**src/rtl/cpu_host_loader.sv**
```systemverilog
// -----------------------------------------------------------------------------
// cpu_host_loader
//
// Host-side initiator for the CPU's external memory ports. A sequence has
// four phases:
//   1. Load: a 32-bit valid/ready program stream is written into instruction
//      memory through the *_ext port.
//   2. Verify (optional): the program is read back and checked.
//   3. Run: cpu_enable is held high for RUN_CYCLES cycles.
//   4. Dump: the first DUMP_WORDS data-memory words are read through the
//      *_ext_2 port and streamed out through a valid/ready port.
//
// Optional feature, enabled by defining LOADER_READBACK_VERIFY_EN:
//   - LOAD keeps a 32-bit wrapping sum of the written words.
//   - VERIFY reads those words back and sums them again.
//   - If the two sums differ, err is set and the block goes to DONE without
//     running the CPU.
//   When the macro is undefined, LOAD goes straight to RUN, ren_ext is tied
//   to 0 and rdata_ext is ignored.
//
// Parameters
//   IMEM_WORDS   instruction memory capacity in 32-bit words
//   RUN_CYCLES   cycles cpu_enable is held high (>= 1)
//   DUMP_WORDS   64-bit data memory words read back (1..1024)
//
// Ports
//   clk, rst            clock; synchronous active-high reset
//   start               begin a sequence (honoured only in IDLE or DONE)
//   prog_valid/ready/data/last    program input stream
//   dump_valid/ready/data         data-memory dump output stream
//   busy, done, err     status: busy outside IDLE/DONE; done held until the
//                       next accepted start; err is sticky until start
//   cpu_enable          CPU enable
//   *_ext               instruction memory port (byte address = word * 4)
//   *_ext_2             data memory port (byte address = word * 8), read only
// -----------------------------------------------------------------------------
module cpu_host_loader #(
    parameter int IMEM_WORDS = 512,
    parameter int RUN_CYCLES = 1000,
    parameter int DUMP_WORDS = 32
) (
    input  logic        clk,
    input  logic        rst,
    input  logic        start,
    input  logic        prog_valid,
    output logic        prog_ready,
    input  logic [31:0] prog_data,
    input  logic        prog_last,
    output logic        dump_valid,
    input  logic        dump_ready,
    output logic [63:0] dump_data,
    output logic        busy,
    output logic        done,
    output logic        err,
    output logic        cpu_enable,
    output logic [63:0] addr_ext,
    output logic        wen_ext,
    output logic        ren_ext,
    output logic [31:0] wdata_ext,
    input  logic [31:0] rdata_ext,
    output logic [63:0] addr_ext_2,
    output logic        wen_ext_2,
    output logic        ren_ext_2,
    output logic [63:0] wdata_ext_2,
    input  logic [63:0] rdata_ext_2
);

    localparam int WI_W = $clog2(IMEM_WORDS + 1);
    localparam int RC_W = $clog2(RUN_CYCLES + 1);
    localparam int DI_W = $clog2(DUMP_WORDS + 1);

    localparam logic [WI_W-1:0] IMEM_LAST = WI_W'(IMEM_WORDS - 1);
    localparam logic [RC_W-1:0] RUN_LAST  = RC_W'(RUN_CYCLES - 1);
    localparam logic [DI_W-1:0] DUMP_LAST = DI_W'(DUMP_WORDS - 1);
    localparam logic [WI_W-1:0] WI_ONE    = WI_W'(1);
    localparam logic [RC_W-1:0] RC_ONE    = RC_W'(1);
    localparam logic [DI_W-1:0] DI_ONE    = DI_W'(1);

    typedef enum logic [3:0] {
        S_IDLE,
        S_LOAD,
        S_VFY_RD,
        S_VFY_CAP,
        S_RUN,
        S_DUMP_RD,
        S_DUMP_CAP,
        S_DUMP_OUT,
        S_DONE
    } state_t;

    state_t          state;
    logic [WI_W-1:0] word_idx;   // write index in LOAD, read index in VERIFY
    logic [RC_W-1:0] run_cnt;
    logic [DI_W-1:0] dump_idx;
    logic            prog_beat;

    // Outputs decoded from the state register.
    assign prog_ready  = (state == S_LOAD);
    assign cpu_enable  = (state == S_RUN);
    assign dump_valid  = (state == S_DUMP_OUT);
    assign ren_ext_2   = (state == S_DUMP_RD);
    assign busy        = (state != S_IDLE) && (state != S_DONE);
    assign done        = (state == S_DONE);

    // NOTE: the write strobe is combinational from the handshake, so each
    // accepted word reaches memory in the same cycle it is accepted.
    assign prog_beat   = (state == S_LOAD) && prog_valid;
    assign wen_ext     = prog_beat;
    assign wdata_ext   = prog_beat ? prog_data : 32'd0;
    assign addr_ext    = 64'(word_idx) << 2;

    assign addr_ext_2  = 64'(dump_idx) << 3;
    assign wen_ext_2   = 1'b0;
    assign wdata_ext_2 = 64'd0;

`ifdef LOADER_READBACK_VERIFY_EN
    logic [31:0]     sum_w;
    logic [31:0]     sum_r;
    logic [31:0]     sum_r_next;
    logic [WI_W-1:0] n_words;

    assign ren_ext    = (state == S_VFY_RD);
    assign sum_r_next = sum_r + rdata_ext;
`else
    logic unused_rdata;

    assign ren_ext      = 1'b0;
    assign unused_rdata = ^rdata_ext;
`endif

    // NOTE: all state is updated with non-blocking assignments, so every
    // branch sees the values from before this clock edge.
    always_ff @(posedge clk) begin
        if (rst) begin
            state     <= S_IDLE;
            word_idx  <= '0;
            run_cnt   <= '0;
            dump_idx  <= '0;
            dump_data <= '0;
            err       <= 1'b0;
`ifdef LOADER_READBACK_VERIFY_EN
            sum_w     <= '0;
            sum_r     <= '0;
            n_words   <= '0;
`endif
        end else begin
            case (state)
                S_IDLE, S_DONE: begin
                    if (start) begin
                        state    <= S_LOAD;
                        word_idx <= '0;
                        dump_idx <= '0;
                        run_cnt  <= '0;
                        err      <= 1'b0;
`ifdef LOADER_READBACK_VERIFY_EN
                        sum_w    <= '0;
                        sum_r    <= '0;
`endif
                    end
                end

                S_LOAD: begin
                    if (prog_valid) begin
                        word_idx <= word_idx + WI_ONE;
`ifdef LOADER_READBACK_VERIFY_EN
                        sum_w    <= sum_w + prog_data;
`endif
                        if (prog_last) begin
`ifdef LOADER_READBACK_VERIFY_EN
                            n_words  <= word_idx + WI_ONE;
                            word_idx <= '0;
                            state    <= S_VFY_RD;
`else
                            state    <= S_RUN;
`endif
                        end else if (word_idx == IMEM_LAST) begin
                            // Memory is full and the program has not ended.
                            err   <= 1'b1;
                            state <= S_DONE;
                        end
                    end
                end

`ifdef LOADER_READBACK_VERIFY_EN
                S_VFY_RD: state <= S_VFY_CAP;

                S_VFY_CAP: begin
                    sum_r <= sum_r_next;
                    if (word_idx == n_words - WI_ONE) begin
                        if (sum_r_next != sum_w) begin
                            err   <= 1'b1;
                            state <= S_DONE;
                        end else begin
                            state <= S_RUN;
                        end
                    end else begin
                        word_idx <= word_idx + WI_ONE;
                        state    <= S_VFY_RD;
                    end
                end
`endif

                S_RUN: begin
                    if (run_cnt == RUN_LAST) begin
                        run_cnt <= '0;
                        state   <= S_DUMP_RD;
                    end else begin
                        run_cnt <= run_cnt + RC_ONE;
                    end
                end

                S_DUMP_RD:  state <= S_DUMP_CAP;

                S_DUMP_CAP: begin
                    dump_data <= rdata_ext_2;
                    state     <= S_DUMP_OUT;
                end

                S_DUMP_OUT: begin
                    if (dump_ready) begin
                        dump_idx <= dump_idx + DI_ONE;
                        state    <= (dump_idx == DUMP_LAST) ? S_DONE : S_DUMP_RD;
                    end
                end

                default: state <= S_IDLE;
            endcase
        end
    end

endmodule

```
**config.mk**
```make
export PLATFORM = sky130hd
export DESIGN_NAME = cpu_host_loader
export DESIGN_NICKNAME = d
export VERILOG_FILES = /design/src/rtl/cpu_host_loader.sv
export SDC_FILE = /design/constraint.sdc
export NUM_CORES = 1
export LEC_CHECK = 0
export BUFFER_PORTS_ARGS = -buffer_cell sky130_fd_sc_hd__buf_2
export CAP_MARGIN = 25
export CORE_AREA = 3 3 166 168
export CTS_CLUSTER_SIZE = 24
export DETAILED_ROUTE_END_ITERATION = 8
export DIE_AREA = 0 0 169 171
export PLACE_DENSITY_LB_ADDON = 0.3
export SETUP_SLACK_MARGIN = 0.3
export SYNTH_ARGS = -nofsm -noshare
export SYNTH_HDL_FRONTEND = slang
export SYNTH_SLANG_ARGS = --single-unit
```
**constraint.sdc**
```tcl
create_clock -name clk -period 2.7 [get_ports clk]
set_input_delay 0.54 -clock clk [delete_from_list [all_inputs] [get_ports clk]]
set_output_delay 0.54 -clock clk [all_outputs]
set_load 0.05 [all_outputs]
```
==> results of run 1 <==
## cells in the final DEF (no fill, tap or decap), types with 3 or more instances in the layout
| master | count |
|---|---|
| conb_1 | 178 |
| nor3_1 | 5 |
| nand4_1 | 6 |
| nor2_1 | 32 |
| nand3_1 | 6 |
| buf_4 | 19 |
| and3_1 | 26 |
| o21ai_0 | 6 |
| buf_6 | 3 |
| nand2_1 | 142 |
| a211oi_1 | 3 |
| clkbuf_16 | 9 |
| xor2_1 | 9 |
| a311oi_1 | 4 |
| and3_2 | 10 |
| nand2b_1 | 6 |
| dfxtp_2 | 3 |
| inv_1 | 3 |
| dfxtp_1 | 92 |
| ha_1 | 3 |
| xnor2_1 | 3 |
| clkbuf_4 | 15 |
| buf_2 | 196 |
| nor2b_1 | 3 |
| a21oi_1 | 77 |
## power by group through the flow
stage | clock network, mW | registers, mW | logic, mW
finish | 1.37 | 1.50 | 1.84
CTS | 1.44 | 1.50 | 1.79
global route | 1.49 | 1.52 | 1.95
global placement | 0 | 1.53 | 1.77
detailed placement | 0 | 1.53 | 1.77
floorplan | 0 | 1.53 | 1.63
## metrics by stage
step / worst slack (ps) / power (mW) / cell area (µm²)
6_report: 385 / 4.71 / 6660
5_1_grt: 286 / 4.96 / 6660
4_1_cts: 298 / 4.73 / 6590
3_5_place_dp: 540 / 3.30 / 6250
3_3_place_gp: 533 / 3.30 / 6250
2_1_floorplan: 332 / 3.16 / 6090
## worst reg2reg max path, cell delays in order (launching register included)
cell and delay [ps]:
dfxtp_1 400, ha_1 290, nand2_1 130, o41a_4 590
a2111oi_4 350, o221a_2 260, nor3_1 40
## cell families (layout without fill, tap and decap cells)
kind of cell | count (synthesis) | in the layout | synth area share
compound gates | 106 | 106 | 0.120
other cells | 1 | 178 | 0.000692
flops | 95 | 95 | 0.351
buf+inv | 218 | 255 | 0.281
fa+ha+maj | 3 | 3 | 0.00693
xor+xnor | 12 | 12 | 0.0194
mux | 2 | 2 | 0.00370
simple gates | 255 | 255 | 0.217
## sequential cells by signal, indices dropped and copies added, names as in the netlist
register and count:
state 4, dump_data 64, word_idx 10, err 1, dump_idx 6, run_cnt 10
## path summary, 6_finish.rpt
kind | from | end | slack (ps) | cells after the start
worst max register to register | run_cnt[0] | state[0] | 530 | 6
worst min register to register | dump_data[25] | dump_data[25] | 450 | 2
worst min-delay path | rdata_ext_2[7] | dump_data[7] | 420 | 3
worst max-delay path | state[1] | wdata_ext[12] | 380 | 5
## per-layer routing
layer	part of all wire	vias to the layer above
met3	0.093	6
met1	0.36	2091
met2	0.54	241
met5	0	-
met4	0.0073	0
li1	-	2340
## what timing repair did
| item | 4_1_cts | 5_1_grt |
|---|---|---|
| pin swaps | 0 | 0 |
| gates resized for setup | 12 | 22 |
| cloned | 0 | 1 |
| setup endpoints to repair | 34 | 33 |
| setup buffers | 0 | 0 |
## cell type report
class | instances | area, µm²
sequential | 95 | 1910
tap | 335 | 419
fill | 2931 | 19400
inverter | 4 | 27.5
clock inverter | 7 | 86.3
clock buffer | 9 | 225
timing repair buffer | 235 | 1310
multi-input combinational | 556 | 2680
==> results.cfg, run 1 <==
[floorplan]
io_pins = 432
initial_core_util = 0.208
die_area_um2 = 28900
die_x_um = 169
die_h_um = 171
coreArea_um2 = 26100
row_count = 59

[synthesis]
synth.area.top_cells = dfxtp_1, buf_4, nand2_1
yosysMostFrequentCell = buf_4
synth-main-ff-cell = dfxtp_1
seq_area_frac_synth = 0.351
synth_cell_types = 52
synth_area_leader_cell = dfxtp_1
synth-edff-count = 0
syn_avg_cell_area_um2 = 7.83
synthArstFlopShare = 0
syn_inst = 692
ys_ff_latch = 95
synth_common_cells = buf_4, nand2_1, dfxtp_1, a21oi_1, and3_1
syn-cell-area_um2 = 5420
yosysTopAreaCellShare = 0.351
synth_warnings = 0

[grt]
grt_max_degree = 65
grt_util_met1 = 0.102
use_met3 = 0.0326
grt_first_pass_wirelength_um = 22200
gr-max-usage-layer = met2
grt_pass1_vias = 4071
grt_overflow = 0
grt_antenna_before_repair = 0
met2_usage = 0.188
grt_usage = 0.0977

[route]
ant_nets = 0
avgRoutedWirePerCell_um = 12.8
first_pass_iters = 4
drt_wl_total_um = 15900
route.vias.total = 4678
drtIter0Drc = 148
vias_per_cell = 3.77
drc = 0

[power_and_ir_drop]
power.switching_mw = 2.10
pwr-share-seq = 0.319
internal_power_mw = 2.61
p_leak_nw = 3.24
power_density_nw_per_um2 = 707
peakVddDrop_mv = 0.332
clockPowerShare = 0.290
combPwrFrac = 0.391
netSwitchingFraction = 0.446

[setup_path]
cp_data_required_time_ps = 2160
crit_chain = nand2b_1 -> nor3_4 -> buf_6 -> and3_1 -> buf_2
crit_buf_inv = 2
cp-start-kind = flip-flop
crit_family = simple AND/OR/NAND/NOR gates
crit_fanout = 18
critPathArrivalTime_ps = 1780
setup.worst_path.class = reg2out
slowest_stage = dfxtp_2
worstSetupEndpointType = output pin
slowest_delay_ps = 380

[placement]
place_hpwl_um = 12000
port_buffers = 221
place_congestion = 0.771
place_inst = 1224

[sta]
maxSlewHeadroom = 0.498
rsz0062_at_grt = yes
finalSetupTns_ps = 0
drv_slew = 0
worst_pin_slew_ps = 746
min_period_ps = 2320
skew_ps = 10.5
fmax_mhz = 432
hold_slack_ps = 421
fin_crit_sh = 0.857
setup_viol = 0
hold_violations = 0

[clock_network]
htreeDepth = 3
ctsHoldBuffers = 0
worstSkewPairLatency_ps = 350
clk_pin_slew_ps = 80
cts.sinks = 95
clock_path_buffers = 2
cts_buffers = 9
cts_tree = yes
cts_root_buffer = clkbuf_16

[layout]
antenna_cells = 0
nets = 1038
drive_above_1_share = 0.304
area_growth_syn_to_layout_pct = 22.9
final_cells = 1241
fin_util = 0.255

[outcome]
run_status = complete, no violations

[run]
cap_violations = 0

[worst_hold_path]
min_path_type = in2reg
(Power assumes the default switching activity.)
==> run 2, diff against run 1 <==
--- a/config.mk
+++ b/config.mk
@@ -7,10 +7,12 @@
 export LEC_CHECK = 0
 export BUFFER_PORTS_ARGS = -buffer_cell sky130_fd_sc_hd__buf_2
 export CAP_MARGIN = 25
-export CORE_AREA = 3 3 166 168
+export CELL_PAD_IN_SITES_DETAIL_PLACEMENT = 0
+export CELL_PAD_IN_SITES_GLOBAL_PLACEMENT = 1
+export CORE_AREA = 3 3 167 169
 export CTS_CLUSTER_SIZE = 24
 export DETAILED_ROUTE_END_ITERATION = 8
-export DIE_AREA = 0 0 169 171
+export DIE_AREA = 0 0 170 172
 export PLACE_DENSITY_LB_ADDON = 0.3
 export SETUP_SLACK_MARGIN = 0.3
 export SYNTH_ARGS = -nofsm -noshare
==> run 2 against run 1 <==
  * Combinational power rose by 7%
  * Register-to-register slack barely moved
  * Flip-flop and latch count did not move
  * Highest routed layer unchanged
==> results.cfg, run 2 (same netlist as run 1, synthesis figures left out) <==
[sta]
skew_ps = 10.3
hold_violations = 0
worst_slack_ps = 355
fmax_mhz = 426
setup_viol = 0
fin_crit_sh = 0.869
rsz0062_at_grt = yes
drv_slew = 0
min_period_ps = 2350
finalSetupTns_ps = 0
worst_pin_slew_ps = 671
maxSlewHeadroom = 0.549

[setup_path]
rr_endpoint = state[0]
crit_family = simple AND/OR/NAND/NOR gates
r2r-start = run_cnt[0]
crit_fanout = 17
crit_path_start = state[1]
r2r_slack_ps = 540
setup.worst_path.class = reg2out
worstSetupEndpointType = output pin
critPathArrivalTime_ps = 1810
slowest_stage = dfxtp_2
crit_buf_inv = 3
crit_chain = nand2b_2 -> nor3_4 -> buf_12 -> buf_6 -> and3_1 -> clkbuf_4
slowest_delay_ps = 390
r2r_cells = 6
cp.depth = 6
cp-start-kind = flip-flop
setup.worst_path.end = wdata_ext[15]
cp_data_required_time_ps = 2160

[floorplan]
die_x_um = 170
die_h_um = 172
initial_core_util = 0.203
die_area_um2 = 29200
coreArea_um2 = 26700
row_count = 60
io_pins = 432

[layout]
area_growth_syn_to_layout_pct = 23.4
fillers = 2979
nets = 1039
drive_above_1_share = 0.303
regMostFlops = dump_data
largest_register_ffs = 64
top_regs = dump_data (64), run_cnt (10), word_idx (10)
final_cell_mix = buf_2, conb_1, nand2_1, dfxtp_1, a21oi_1
layout_commonest_cell = buf_2

[placement]
place_ws_ps = 529
place_hpwl_um = 12100
place_congestion = 0.698
port_buffers = 221

[worst_hold_path]
whs_path_depth = 3
min_path_type = in2reg

[grt]
grt_pass1_vias = 4196
grt_usage = 0.0991
grt_overflow = 0
grt_first_pass_wirelength_um = 22600
grt_max_degree = 41
grt_antenna_before_repair = 1

[power_and_ir_drop]
peakVddDrop_mv = 0.203
power_density_nw_per_um2 = 714
p_leak_nw = 3.23

[clock_network]
worstSkewPairLatency_ps = 350
htreeDepth = 3
cts_tree = yes
cts.sinks = 95
cts_root_buffer = clkbuf_16
clk_pin_slew_ps = 70
cts_buffers = 9
clock_path_buffers = 2

[outcome]
run_status = complete, no violations

[route]
ant_nets = 0
drt_wl_total_um = 16400
drc = 0
avgRoutedWirePerCell_um = 13.2
route.vias.total = 4706
drtIter0Drc = 203
first_pass_iters = 4
vias_per_cell = 3.77

[run]
cap_violations = 0
-- run 2: cell type report --
| class | count | area [µm²] | area share |
|---|---|---|---|
| diodes | 1 | 2.50 | 0.000374 |
| clock buffers | 10 | 229 | 0.0343 |
| clock inverters | 6 | 68.8 | 0.0103 |
| inverters | 4 | 27.5 | 0.00412 |
| multi-input cells | 556 | 2680 | 0.401 |
| flip-flops and latches | 95 | 1900 | 0.285 |
| well taps | 341 | 427 | 0.0638 |
| repair buffers | 236 | 1340 | 0.201 |
-- run 2: repair_timing --
item,in CTS,in global routing
hold buffers,0,0
setup buffers,0,1
resized for setup,5,55
gates cloned,0,3
hold endpoints to repair,0,0
endpoints found under the setup margin,34,34
-- run 2: layer usage --
layer	up-vias	global-route usage	share of wire
met3	10	0.0316	0.091
met1	2094	0.106	0.38
met4	0	0.0268	0.012
li1	2346	-	-
met2	256	0.188	0.52
met5	-	0	0
-- run 2: power by group --
| part | total (mW) | internal [mW] | leakage [nW] | switching [mW] |
|---|---|---|---|---|
| Clock | 1.32 | 0.725 | 0.143 | 0.599 |
| Combinational | 1.96 | 0.507 | 2.32 | 1.45 |
| Sequential | 1.49 | 1.43 | 0.767 | 0.0575 |
| Total | 4.78 | 2.67 | 3.23 | 2.11 |
-- run 2: worst min-delay path by stage --
stage / slack [ps] / from / endpoint
after global routing: 410 / rdata_ext_2[36] / dump_data[36]
after global placement: 440 / dump_data[49] / dump_data[49]
after detailed placement: 450 / dump_data[10] / dump_data[10]
after floorplan: 450 / run_cnt[9] / run_cnt[9]
final: 420 / rdata_ext_2[6] / dump_data[6]
after CTS: 400 / rdata_ext_2[6] / dump_data[6]
-- run 2: worst register-to-register path: cells and delay by family, from the launching register on --
kind,cells,cell delay [ps]
flops,1,390
fa+ha+maj,1,290
simple gates,2,170
compound gates,3,1190
-- run 2: metrics by stage --
| step | hold WS [ps] | cells | utilization | total power, mW | area (µm²) |
|---|---|---|---|---|---|
| 6_report | 425 | 1249 | 0.250 | 4.78 | 6690 |
| 5_1_grt | 405 | 1249 | 0.250 | 5.02 | 6690 |
| 4_1_cts | 396 | 1244 | 0.244 | 4.68 | 6530 |
| 3_5_place_dp | 446 | 1228 | 0.233 | 3.28 | 6220 |
| 3_3_place_gp | 440 | 1228 | 0.233 | 3.30 | 6220 |
| 2_1_floorplan | 452 | 869 | - | 3.16 | 6090 |
==> run 3, diff against run 2 <==
--- a/config.mk
+++ b/config.mk
@@ -5,14 +5,15 @@
 export SDC_FILE = /design/constraint.sdc
 export NUM_CORES = 1
 export LEC_CHECK = 0
-export BUFFER_PORTS_ARGS = -buffer_cell sky130_fd_sc_hd__buf_2
+export ABC_AREA = 1
+export BUFFER_PORTS_ARGS = -buffer_cell sky130_fd_sc_hd__clkbuf_2
 export CAP_MARGIN = 25
 export CELL_PAD_IN_SITES_DETAIL_PLACEMENT = 0
 export CELL_PAD_IN_SITES_GLOBAL_PLACEMENT = 1
-export CORE_AREA = 3 3 167 169
+export CORE_AREA = 3 3 168 170
 export CTS_CLUSTER_SIZE = 24
 export DETAILED_ROUTE_END_ITERATION = 8
-export DIE_AREA = 0 0 170 172
+export DIE_AREA = 0 0 171 173
 export PLACE_DENSITY_LB_ADDON = 0.3
 export SETUP_SLACK_MARGIN = 0.3
 export SYNTH_ARGS = -nofsm -noshare
==> run 3 against run 2 <==
  * Clock-buffer cell count fell by 1
  * Non-clock buffer count fell by 10
  * Clock skew barely moved
  * Cell area rose by 1.0%
  * Hold slack got worse by 14 ps
  * Via count rose by 3.4%
  * Core utilization rose by 0.12 points
  * Routed wire length fell by 4.4%
  * Sequential power barely moved
  * Largest power group unchanged
==> results.cfg, run 3 <==
[layout]
ff_latch_area_um2 = 1900
layout_commonest_cell = clkbuf_2
antenna_cells = 0
top_regs = dump_data (64), run_cnt (10), word_idx (10)
final_area_um2 = 6760
regMostFlops = dump_data
nets = 1148
final_cells = 1356
multiInputGateArea_um2 = 2620
final_cell_mix = clkbuf_2, conb_1, nor2_1, dfxtp_1, nand2_1
drive_above_1_share = 0.286
fin_util = 0.251
fillers = 3085
largest_register_ffs = 64
area_growth_syn_to_layout_pct = 23.3

[synthesis]
synth_cell_types = 28
synth-edff-count = 0
yosysMostFrequentCell = nor2_1
synth.area.top_cells = dfxtp_1, buf_4, nor2_1
synth_area_leader_cell = dfxtp_1
synth_common_cells = nor2_1, buf_4, dfxtp_1, nand2_1, o21ai_0
seq_area_frac_synth = 0.347
ys_ff_latch = 95
synth_warnings = 0
yosysTopAreaCellShare = 0.347
synthArstFlopShare = 0
syn-cell-area_um2 = 5480
syn_inst = 800
synth-main-ff-cell = dfxtp_1
syn_avg_cell_area_um2 = 6.85

[sta]
fin_crit_sh = 0.841
hold_violations = 0
setup_viol = 0
worst_pin_slew_ps = 731
maxSlewHeadroom = 0.512
drv_slew = 0
rsz0062_at_grt = no
finalSetupTns_ps = 0
worst_slack_ps = 430
skew_ps = 9.86
min_period_ps = 2270
hold_slack_ps = 411
fmax_mhz = 441

[route]
drtIter0Drc = 184
ant_nets = 0
route.vias.total = 4865
drt_wl_total_um = 15700
avgRoutedWirePerCell_um = 11.6
first_pass_iters = 5
vias_per_cell = 3.59
drc = 0

[floorplan]
die_h_um = 173
die_x_um = 171
initial_core_util = 0.204
coreArea_um2 = 26900
row_count = 60
io_pins = 432
die_area_um2 = 29600

[grt]
grt_antenna_before_repair = 0
grt_usage = 0.101
grt_max_degree = 75
grt_first_pass_wirelength_um = 24100
grt_pass1_vias = 4439
grt_overflow = 0

[placement]
place_congestion = 0.744
place_inst = 1341
postPlaceCellArea_um2 = 6390
place_hpwl_um = 11900
place_ws_ps = 632
port_buffers = 221

[clock_network]
cts.sinks = 95
cts_buffers = 9
cts_root_buffer = clkbuf_16
clock_path_buffers = 2
clk_pin_slew_ps = 80
htreeDepth = 3
cts_tree = yes
worstSkewPairLatency_ps = 350
post-cts-setup-buffers = 0

[setup_path]
r2r_slack_ps = 930
crit_chain = inv_2 -> nand2_1 -> nor2_4 -> nand2_1 -> buf_12 -> nor2_2 -> clkbuf_4
cp_data_required_time_ps = 2160
slowest_delay_ps = 360
cp-start-kind = flip-flop
setup.worst_path.class = reg2out
worstSetupEndpointType = output pin
crit_top_cell = nand2_1
critPathArrivalTime_ps = 1730
crit_fanout = 33
slowest_stage = dfxtp_1

[worst_hold_path]
min_path_type = in2reg

[outcome]
run_status = complete, no violations

[power_and_ir_drop]
peakVddDrop_mv = 0.218
power_density_nw_per_um2 = 727
p_leak_nw = 3.66
finalPower_mw = 4.91

[run]
cap_violations = 0
## run 3: cell count changes in the layout (fill, tap and decap cells not counted), moves of 14 or more
cell	previous run	this run
clkbuf_2	0	188
buf_2	187	0
nor2_1	32	173
o21ai_0	6	73
nand2_1	142	81
inv_1	3	63
a21oi_1	77	20
nor2_2	0	31
and3_1	26	0
buf_4	20	4
nand3_1	6	20
## run 3: critical path, delay by kind of cell, from the launching register on
kind	cells	cell delay, ps
buffers and inverters	3	530
DFF	1	360
and+or+nand+nor	4	490
## run 3: per-layer routing
layer  track usage  part of all wire
met4        0.0201            0.0072
met1         0.123              0.43
met5             0                 0
met2         0.162              0.46
met3        0.0473              0.10
## run 3: cells by family (layout without fill, tap and decap cells)
kind of cell / Yosys count / in the layout / synth area share
AO/OA/AOI/OAI: 99 / 99 / 0.0925
adder cells (fa/ha/maj): 3 / 3 / 0.00685
buffers and inverters: 275 / 313 / 0.312
flip-flops: 95 / 95 / 0.347
other: 1 / 178 / 0.000684
AND/OR/NAND/NOR: 327 / 327 / 0.241
## run 3: repair_timing
action	in CTS	in global routing
gates resized for setup	33	4
cloned	0	0
endpoints found under the setup margin	33	33
hold buffers	0	0
pin swaps	0	1
## run 3: where the power goes
part	switching, mW	internal [mW]	leakage (nW)
combinational	1.73	0.413	2.76
sequential	0.0516	1.46	0.766
clock	0.613	0.639	0.132
total	2.39	2.51	3.66
## run 3: worst paths after layout
kind                  start             to  depth (start not counted)
max reg2reg        state[3]  dump_data[21]                          7
min          rdata_ext_2[3]   dump_data[3]                          3
max                state[1]  wdata_ext[13]                          7
min reg2reg      run_cnt[1]     run_cnt[1]                          2
## run 3: area by class of cell
| type | count | share of cell area |
|---|---|---|
| timing repair buffer | 226 | 0.186 |
| clock inverter | 6 | 0.00815 |
| inverter | 72 | 0.0400 |
| tap | 341 | 0.0632 |
| multi-input combinational | 607 | 0.388 |
| sequential | 95 | 0.282 |
| clock buffer | 9 | 0.0333 |
